[config.mk]
export PLATFORM = sky130hd
export DESIGN_NAME = counter_seq_arbiter_flat
export DESIGN_NICKNAME = d
export VERILOG_FILES = /design/src/rtl/counter_seq_arbiter_if.sv /design/src/rtl/counter_seq_arbiter.sv /design/src/flat_wrapper.sv
export SDC_FILE = /design/constraint.sdc
export NUM_CORES = 1
export LEC_CHECK = 0
export CORE_MARGIN = 2
export CORE_UTILIZATION = 65
export CTS_BUF_LIST = sky130_fd_sc_hd__clkbuf_4
export CTS_CLUSTER_DIAMETER = 80
export CTS_CLUSTER_SIZE = 24
export DETAILED_ROUTE_END_ITERATION = 16
export DONT_BUFFER_PORTS = 1
export PLACE_DENSITY = 0.78
export SLEW_MARGIN = 20
export SYNTH_ARGS = -nofsm -noshare
export SYNTH_HDL_FRONTEND = slang
export SYNTH_SLANG_ARGS = --single-unit
[constraint.sdc]
create_clock -name clk -period 2.4 [get_ports clk]
set_clock_uncertainty 0.05 [all_clocks]
set_input_delay 0.6 -clock clk [delete_from_list [all_inputs] [get_ports clk]]
set_output_delay 0.6 -clock clk [all_outputs]
set_load 0.02 [all_outputs]
[src/rtl/counter_seq_arbiter_if.sv]
// Bundle between requesters, the shared 4-bit counter and counter_seq_arbiter.
// master = requester/counter side, slave = arbiter side.
interface counter_seq_arbiter_if #(
  parameter int unsigned NREQ = 4
);
  logic [NREQ-1:0]   req;
  logic [4*NREQ-1:0] req_start;
  logic [4*NREQ-1:0] req_end;
  logic [NREQ-1:0]   gnt;
  logic [NREQ-1:0]   done;
  logic              busy;
  logic              ctr_load;
  logic [3:0]        ctr_load_val;
  logic              ctr_enable;
  logic [3:0]        ctr_count_val;

  modport master (
    output req, req_start, req_end, ctr_count_val,
    input  gnt, done, busy, ctr_load, ctr_load_val, ctr_enable
  );

  modport slave (
    input  req, req_start, req_end, ctr_count_val,
    output gnt, done, busy, ctr_load, ctr_load_val, ctr_enable
  );
endinterface

[src/rtl/counter_seq_arbiter.sv]
// Round-robin sharing of one load/enable up-counter among NREQ requesters.
// Define CSA_BACK2BACK_EN to re-arbitrate in DONE and skip the idle cycle.
module counter_seq_arbiter #(
  parameter int unsigned NREQ = 4
) (
  input  logic                 clk,
  input  logic                 rst,
  counter_seq_arbiter_if.slave bus
);
  localparam int unsigned PW = (NREQ > 1) ? $clog2(NREQ) : 1;
  localparam int unsigned CW = 4;

  typedef enum logic [1:0] {IDLE, LOAD, COUNT, DONE} state_t;

  state_t          state;
  logic [PW-1:0]   rr_ptr;
  logic [PW-1:0]   owner;
  logic [CW-1:0]   start_q;
  logic [CW-1:0]   end_q;

  logic [NREQ-1:0] owner_oh;
  logic [NREQ-1:0] cand;
  logic [PW-1:0]   owner_nxt;
  logic [PW-1:0]   pick;
  logic            found;
  logic [CW-1:0]   pick_start;
  logic [CW-1:0]   pick_end;
  int unsigned     idx;

  assign owner_oh  = NREQ'(1) << owner;
  assign owner_nxt = (owner == PW'(NREQ - 1)) ? '0 : owner + PW'(1);

  // Cyclic first-set scan from rr_ptr; the finishing owner is masked out in DONE.
  always_comb begin
    cand  = bus.req & ((state == DONE) ? ~owner_oh : '1);
    found = 1'b0;
    pick  = '0;
    idx   = 0;
    for (int unsigned k = 0; k < NREQ; k++) begin
      idx = (32'(rr_ptr) + k) % NREQ;
      if (!found && cand[PW'(idx)]) begin
        found = 1'b1;
        pick  = PW'(idx);
      end
    end
  end

  assign pick_start = bus.req_start[CW*32'(pick) +: CW];
  assign pick_end   = bus.req_end[CW*32'(pick) +: CW];

  always_ff @(posedge clk or posedge rst) begin
    if (rst) begin
      state   <= IDLE;
      rr_ptr  <= '0;
      owner   <= '0;
      start_q <= '0;
      end_q   <= '0;
    end else begin
      case (state)
        IDLE: begin
          if (found) begin
            owner   <= pick;
            start_q <= pick_start;
            end_q   <= pick_end;
            state   <= LOAD;
          end
        end
        LOAD: state <= COUNT;
        COUNT: begin
          if (bus.ctr_count_val == end_q) begin
            state  <= DONE;
            rr_ptr <= owner_nxt;
          end else if (!bus.req[owner]) begin
            state  <= IDLE;
            rr_ptr <= owner_nxt;
          end
        end
        DONE: begin
`ifdef CSA_BACK2BACK_EN
          if (found) begin
            owner   <= pick;
            start_q <= pick_start;
            end_q   <= pick_end;
            state   <= LOAD;
          end else begin
            state <= IDLE;
          end
`else
          state <= IDLE;
`endif
        end
        default: state <= IDLE;
      endcase
    end
  end

  // Outputs decoded from registered state; enable also gates on the live count and req.
  assign bus.gnt          = (state == LOAD || state == COUNT) ? owner_oh : '0;
  assign bus.done         = (state == DONE) ? owner_oh : '0;
  assign bus.busy         = (state != IDLE);
  assign bus.ctr_load     = (state == LOAD);
  assign bus.ctr_load_val = (state == LOAD) ? start_q : '0;
  assign bus.ctr_enable   = (state == COUNT) && (bus.ctr_count_val != end_q) && bus.req[owner];
endmodule
[src/flat_wrapper.sv]
// flat-port wrapper written by rule: the top's interface ports become plain ports
module counter_seq_arbiter_flat 
#(
  parameter int unsigned NREQ = 4
)
  (clk, rst, bus_req, bus_req_start, bus_req_end, bus_ctr_count_val, bus_gnt, bus_done, bus_busy, bus_ctr_load, bus_ctr_load_val, bus_ctr_enable);
  counter_seq_arbiter_if #(.NREQ(NREQ)) bus_i ();
  input  logic clk;
  input  logic rst;
  input wire logic [$bits(bus_i.req)-1:0] bus_req;
  input wire logic [$bits(bus_i.req_start)-1:0] bus_req_start;
  input wire logic [$bits(bus_i.req_end)-1:0] bus_req_end;
  input wire logic [$bits(bus_i.ctr_count_val)-1:0] bus_ctr_count_val;
  output wire logic [$bits(bus_i.gnt)-1:0] bus_gnt;
  output wire logic [$bits(bus_i.done)-1:0] bus_done;
  output wire logic [$bits(bus_i.busy)-1:0] bus_busy;
  output wire logic [$bits(bus_i.ctr_load)-1:0] bus_ctr_load;
  output wire logic [$bits(bus_i.ctr_load_val)-1:0] bus_ctr_load_val;
  output wire logic [$bits(bus_i.ctr_enable)-1:0] bus_ctr_enable;
  assign bus_i.req = bus_req;
  assign bus_i.req_start = bus_req_start;
  assign bus_i.req_end = bus_req_end;
  assign bus_i.ctr_count_val = bus_ctr_count_val;
  assign bus_gnt = bus_i.gnt;
  assign bus_done = bus_i.done;
  assign bus_busy = bus_i.busy;
  assign bus_ctr_load = bus_i.ctr_load;
  assign bus_ctr_load_val = bus_i.ctr_load_val;
  assign bus_ctr_enable = bus_i.ctr_enable;
  counter_seq_arbiter #(.NREQ(NREQ)) u_core (.clk(clk), .rst(rst), .bus(bus_i));
endmodule
==> After elaboration in Yosys (flattened, before gate mapping) <==
Cells that the tools add are included.
W data, S select, Z words.
{ "totals": {"in_bits": 42, "wordCells": 71, "regBits": 14} }
{ "op_classes": {"mux": 29, "shifts": 3, "n_eq_ne": 9, "n_lt_le_gt_ge": 5, "bitwise": 2, "n_addsub": 4, "n_reduce_logical": 14} }
{ "op_table": {"columns": ["operator", "count"], "rows": [
  ["$shiftx A16 B5 Y4", 2],
  ["$mux W2", 10],
  ["$mux W4", 4],
  ["$lt A2 B3 Y1 const B", 5],
  ["$bmux W1 S2", 5],
  ["$mux W1", 9],
  ["$pmux W2 S4", 1],
  ["$eq A2 B2 Y1 const B", 3],
  ["$reduce_and A2 Y1", 3],
  ["$logic_and A1 B1 Y1", 5],
  ["$add A2 B1 Y2 const B", 2],
  ["$add A2 B2 Y2 const B", 2],
  ["$and A4 B4 Y4", 1],
  ["$eq A4 B4 Y1", 1],
  ["$ne A2 B1 Y1 const B", 2],
  ["$ne A4 B4 Y1", 1],
  ["$not A4 Y4", 1],
  ["$shl A1 B2 Y4 const A", 1],
  ["$logic_not A1 Y1", 3],
  ["$ne A3 B2 Y1 const B", 1],
  ["$eq A2 B1 Y1 const B", 1],
  ["$logic_not A2 Y1", 1],
  ["$reduce_bool A2 Y1", 1],
  ["$logic_or A1 B1 Y1", 1]
]} }

==> Logic depth before layout (Yosys ltp) <==
{ "logic_depth": {"ltp_word": 18, "depth_mapped": 9} }

==> Least setup slack after synthesis <==
OpenSTA, ideal clock, no wires.
{ "synth_timing": {"kind": "reg2reg", "startpoint": "register u_core.state[0]", "endpoint": "register u_core.end_q[0]", "stages_incl_launch_ff": 9, "required_ps": 2227, "t_arrival_ps": 1923, "setup_time_ps": 123, "path_slack_ps": 305, "path_cell_list": "dfrtp_1 -> ha_1 -> a21bo_2 -> a32oi_1 -> o211ai_4 -> buf_6 -> mux2i_1 -> o2bb2ai_1 -> a21oi_1"} }
{ "synth_via": {"elab_chain_cells": 16, "word_cells_on_any_way": 28} }
{ "synth_lines": {"columns": ["item", "line", "text"], "rows": [
  ["from (decl)", "counter_seq_arbiter.sv:15", "state_t state;"],
  ["from (signal assigned)", "counter_seq_arbiter.sv:53", "state <= IDLE;"],
  ["from (signal assigned)", "counter_seq_arbiter.sv:65", "state <= LOAD;"],
  ["from (signal assigned)", "counter_seq_arbiter.sv:68", "LOAD: state <= COUNT;"],
  ["$eq A2 B2 Y1", "counter_seq_arbiter.sv:35", "cand = bus.req & ((state == DONE) ? ~owner_oh : '1);"],
  ["$mux W4", "counter_seq_arbiter.sv:35", null],
  ["$and A4 B4 Y4", "counter_seq_arbiter.sv:35", null],
  ["$bmux W1 S2", "counter_seq_arbiter.sv:41", "if (!found && cand[PW'(idx)]) begin"],
  ["$mux W1 (implied by the code)", "counter_seq_arbiter.sv:41", null],
  ["$mux W1", "counter_seq_arbiter.sv:41", null],
  ["$logic_not A1 Y1", "counter_seq_arbiter.sv:41", null],
  ["$logic_and A1 B1 Y1", "counter_seq_arbiter.sv:41", null],
  ["$mux W1", "counter_seq_arbiter.sv:41", null],
  ["$logic_not A1 Y1", "counter_seq_arbiter.sv:41", null],
  ["$logic_and A1 B1 Y1", "counter_seq_arbiter.sv:41", null],
  ["$mux W1", "counter_seq_arbiter.sv:41", null],
  ["$logic_not A1 Y1", "counter_seq_arbiter.sv:41", null],
  ["$logic_and A1 B1 Y1", "counter_seq_arbiter.sv:41", null],
  ["$mux W2 or $mux W1 (tied branches)", "counter_seq_arbiter.sv:41", null],
  ["$shiftx A16 B5 Y4 or $reduce_and A2 Y1 (tied branches)", null, null],
  ["to (signal assigned)", "counter_seq_arbiter.sv:64", "end_q <= pick_end;"],
  ["to (decl)", "counter_seq_arbiter.sv:19", "logic [CW-1:0] end_q;"]
]} }
Several ways; a longest one is shown, not always the timed one. The select of a mux whose other input is x is not followed.
A chain may end at the register's enable or synchronous reset.

==> Final worst setup path <==
{ "layout_timing": {"startpoint": "register u_core.end_q[3]", "endpoint": "output port bus_ctr_enable"} }
{ "layout_via": {"elab_chain_cells": 3} }
{ "layout_lines": {"columns": ["item", "line", "text"], "rows": [
  ["$ne A4 B4 Y1", "counter_seq_arbiter.sv:103", "assign bus.ctr_enable = (state == COUNT) && (bus.ctr_count_val != end_q) && bus.req[owner];"],
  ["$logic_and A1 B1 Y1 (2 in series)", "counter_seq_arbiter.sv:103", null],
  ["to (decl)", "flat_wrapper.sv:19", "output wire logic [$bits(bus_i.ctr_enable)-1:0] bus_ctr_enable;"]
]} }
Every way passes these cells.

==> results.ini <==
[status]
outcome = finished, final reports clean

[floorplan]
die_area_um2 = 2237
die_height_um = 47.30
rows = 15
fp.dieW_um = 47.30
initial_core_util = 0.6982
floorplan.io_pins = 57
core_region_area_um2 = 1745

[global_routing]
globalRouteMet1Util = 0.2972
first_global_vias = 890
grt_util_all_layers = 0.2425
grt_most_used_layer = met2
grt_pass1_wl_mm = 3.857
antenna_found_initial = 0
grt.met3_usage = 0.02692
maximum_number_of_pins_on_one_net_before_global_route_repair = 17
grt.overflow.total = 0
met2_usage = 0.4243

[critical_path]
rr_endpoint = u_core.start_q[1]
timing.critical_path.slowest_cell_delay_ps = 530
critical_path.endpoint = bus_ctr_enable
cp-startpoint = u_core.end_q[3]
critical_path_buf_inv_count = 0
worstPathCellList = xor2_1 -> o41ai_1 -> nor2_1
path_max_fanout = 2
worst_path_dominant_cell_family = compound AO/OA/AOI/OAI gates
timing.critical_path.from_type = register
worst-endpoint-required_ps = 1750
crit_reg_reg_startpoint = u_core.owner[0]
critical_path_arrival_ps = 1630
cp.depth = 3
cp_slowest_cell = sky130_fd_sc_hd__o41ai_1
r2r_setup_slack_ps = 170
timing_worst_setup_path_type = reg -> out
rr_worst_depth = 8
worstSetupEndpointType = output port

[hold_path]
worstHoldPathType = in -> async

[clock_network]
clk-insertion-delay-late_ps = 280
clk_transition_reported_paths_ps = 90
cts_root_buf = sky130_fd_sc_hd__clkbuf_4
cts_buffer_depth = 2
htree_num_levels = 1
tritoncts_clock_tree = built
tritoncts.num_buffers = 3
sinks_on_the_clock_net = 14

[power]
power_density_nw_per_um2 = 1332
power.ir.vdd_worst_mv = 0.7153
p_switching_mw = 0.8638
share_seq_of_total_power = 0.260
swShare = 0.4898
comb_power_share = 0.663
relative_contribution_of_the_clock_network_to_total_power = 0.078
power.total_mw = 1.764
cell_internal_pwr_mw = 0.9000
p_leak_nw = 0.5988

[placement]
placement.io_buffers = 0
hpwl_mm = 1.996
gpl.final_weighted_congestion = 0.7726

[sta]
worst_slew_pin_slew_ps = 560.9
final_max_slew_viol_count = 0
finalHoldWorstSlack_ps = 192.7
final-hold-violation-count = 0
unrepaired_setup_endpoints_after_global_routing = false
timing.final.crit_share = 0.9515
slew-limit-headroom = 0.6257
timing.final.setup_violations = 0
tns_ps = 0
finalCriticalPeriod_ps = 2284
timing.fmax_ghz = 0.4379

[drt]
via_count = 989
ant_nets = 0
route.detailed.drc = 0
routed_wirelength_mm = 2.619
first_iter_violations = 34
drt_pass1_iterations = 4
routed_via_density = 6.381
routedWlPerCell_um = 16.90

[logic_synthesis]
flip_flop_and_latch_count_after_synthesis = 14
synth_enable_flop_cells = 0
synth_largest_area_cell = sky130_fd_sc_hd__dfrtp_1
post_synth_main_area_contributors = sky130_fd_sc_hd__dfrtp_1 29%, sky130_fd_sc_hd__mux2i_1 14%, sky130_fd_sc_hd__ha_1 9.2%
fraction_of_synthesized_cell_area_taken_by_the_top_area_cell_type = 0.2875
syn_area_um2 = 1219
postSynthAreaPerCell_um2 = 9.749
syn-instance-count = 125
yosys_warnings = 0
synth_sequential_area_ratio = 0.2875
synthArstFlopShare = 1.000
synth_fp_nets = 176
post_synth_most_frequent_cells = 17 x sky130_fd_sc_hd__mux2i_1, 14 x sky130_fd_sc_hd__dfrtp_1, 14 x sky130_fd_sc_hd__inv_1
most_repeated_cell_in_the_gate_level_netlist_after_synthesis = sky130_fd_sc_hd__mux2i_1
synth_cell_type_count = 34
most_used_flip_flop_cell_after_synthesis = sky130_fd_sc_hd__dfrtp_1

[final_layout]
antenna_cells = 0
post_route_cells_drive_above_1_share = 0.1462
area_growth_syn_to_layout_pct = 8.624
finish.net_count = 183

[job]
max_cap_viol_count = 0

flip-flops by register name, indices dropped and copies added (netlist names):
name / cells
u_core.end_q: 4
u_core.start_q: 4
u_core.owner: 2
u_core.rr_ptr: 2
u_core.state: 2
logic make-up after synthesis:
logic type	Yosys count	synth area share
compound gates	39	0.2536
simple gates	23	0.1088
mux	19	0.1673
buf+inv	17	0.06160
flops	14	0.2875
fa+ha+maj	9	0.09240
xor+xnor	4	0.02874
through the flow:
stage / util / setup slack [ps] / instance area [um^2] / instances
2_1_floorplan: - / 304.6 / 1219 / 125
3_3_place_gp: 0.7118 / 90.05 / 1242 / 149
3_5_place_dp: 0.7118 / 55.94 / 1242 / 149
4_1_cts: 0.7247 / 32.30 / 1265 / 152
5_1_grt: 0.7584 / 12.86 / 1324 / 155
6_report: 0.7584 / 116.4 / 1324 / 155
layout by cell type, fill, tap and decap left out, types with 2 or more instances in the layout:
cell / instances
sky130_fd_sc_hd__ha_1: 8
sky130_fd_sc_hd__mux2i_1: 17
sky130_fd_sc_hd__clkbuf_4: 3
sky130_fd_sc_hd__o2bb2ai_1: 8
sky130_fd_sc_hd__and2_1: 12
sky130_fd_sc_hd__o21ai_0: 2
sky130_fd_sc_hd__a32oi_1: 2
sky130_fd_sc_hd__a21oi_1: 11
sky130_fd_sc_hd__dfrtp_1: 14
sky130_fd_sc_hd__xor2_1: 4
sky130_fd_sc_hd__nand2_1: 3
sky130_fd_sc_hd__inv_1: 14
sky130_fd_sc_hd__a21boi_2: 3
sky130_fd_sc_hd__buf_4: 4
sky130_fd_sc_hd__a31oi_1: 2
sky130_fd_sc_hd__nor2_1: 3
worst min path at each step:
stage | from | to | slack [ps] | depth (start not counted)
final | rst | u_core.state[0] | 190 | 1
after floorplan | rst | u_core.end_q[0] | 440 | 1
after CTS | rst | u_core.state[1] | 210 | 1
after global routing | rst | u_core.start_q[2] | 250 | 1
after detailed placement | u_core.rr_ptr[0] | u_core.rr_ptr[0] | 480 | 2
after global placement | u_core.start_q[3] | u_core.start_q[3] | 480 | 2
area by class of cell:
type,count,area (um^2)
clock buffer,3,22.52
inverter,14,52.55
fill,124,421.7
tap,25,31.28
sequential,14,350.3
timing repair buffer,5,50.05
multi-input combinational,94,817.0
worst register-to-register path, stage by stage, from the launching register on:
cell and delay [ps]:
sky130_fd_sc_hd__dfrtp_1 440, sky130_fd_sc_hd__ha_1 280, sky130_fd_sc_hd__a21bo_2 260, sky130_fd_sc_hd__a32oi_1 400, sky130_fd_sc_hd__o211ai_4 170, sky130_fd_sc_hd__buf_12 190
sky130_fd_sc_hd__mux2i_1 160, sky130_fd_sc_hd__o2bb2ai_1 130, sky130_fd_sc_hd__a21oi_1 50
repair_timing:
action | CTS | global route
resized for setup | 0 | 5
endpoints found under the setup margin | 0 | 9
hold buffers | 0 | 0
setup buffers | 0 | 3
power groups by stage:
stage,clock (mW),combinational [mW],sequential (mW)
3_3_place_gp,0,1.05,0.454
3_5_place_dp,0,1.07,0.461
4_1_cts,0.140,1.08,0.456
6_report,0.137,1.17,0.458
5_1_grt,0.147,1.30,0.479
2_1_floorplan,0,0.931,0.436
layer usage:
metal  vias to the layer above  part of all wire
met5                         -                 0
met4                         0             0.013
met3                         6             0.070
met2                        49              0.53
met1                       469              0.39
li1                        465                 -
Note: power is estimated with default switching activity, not from simulation.
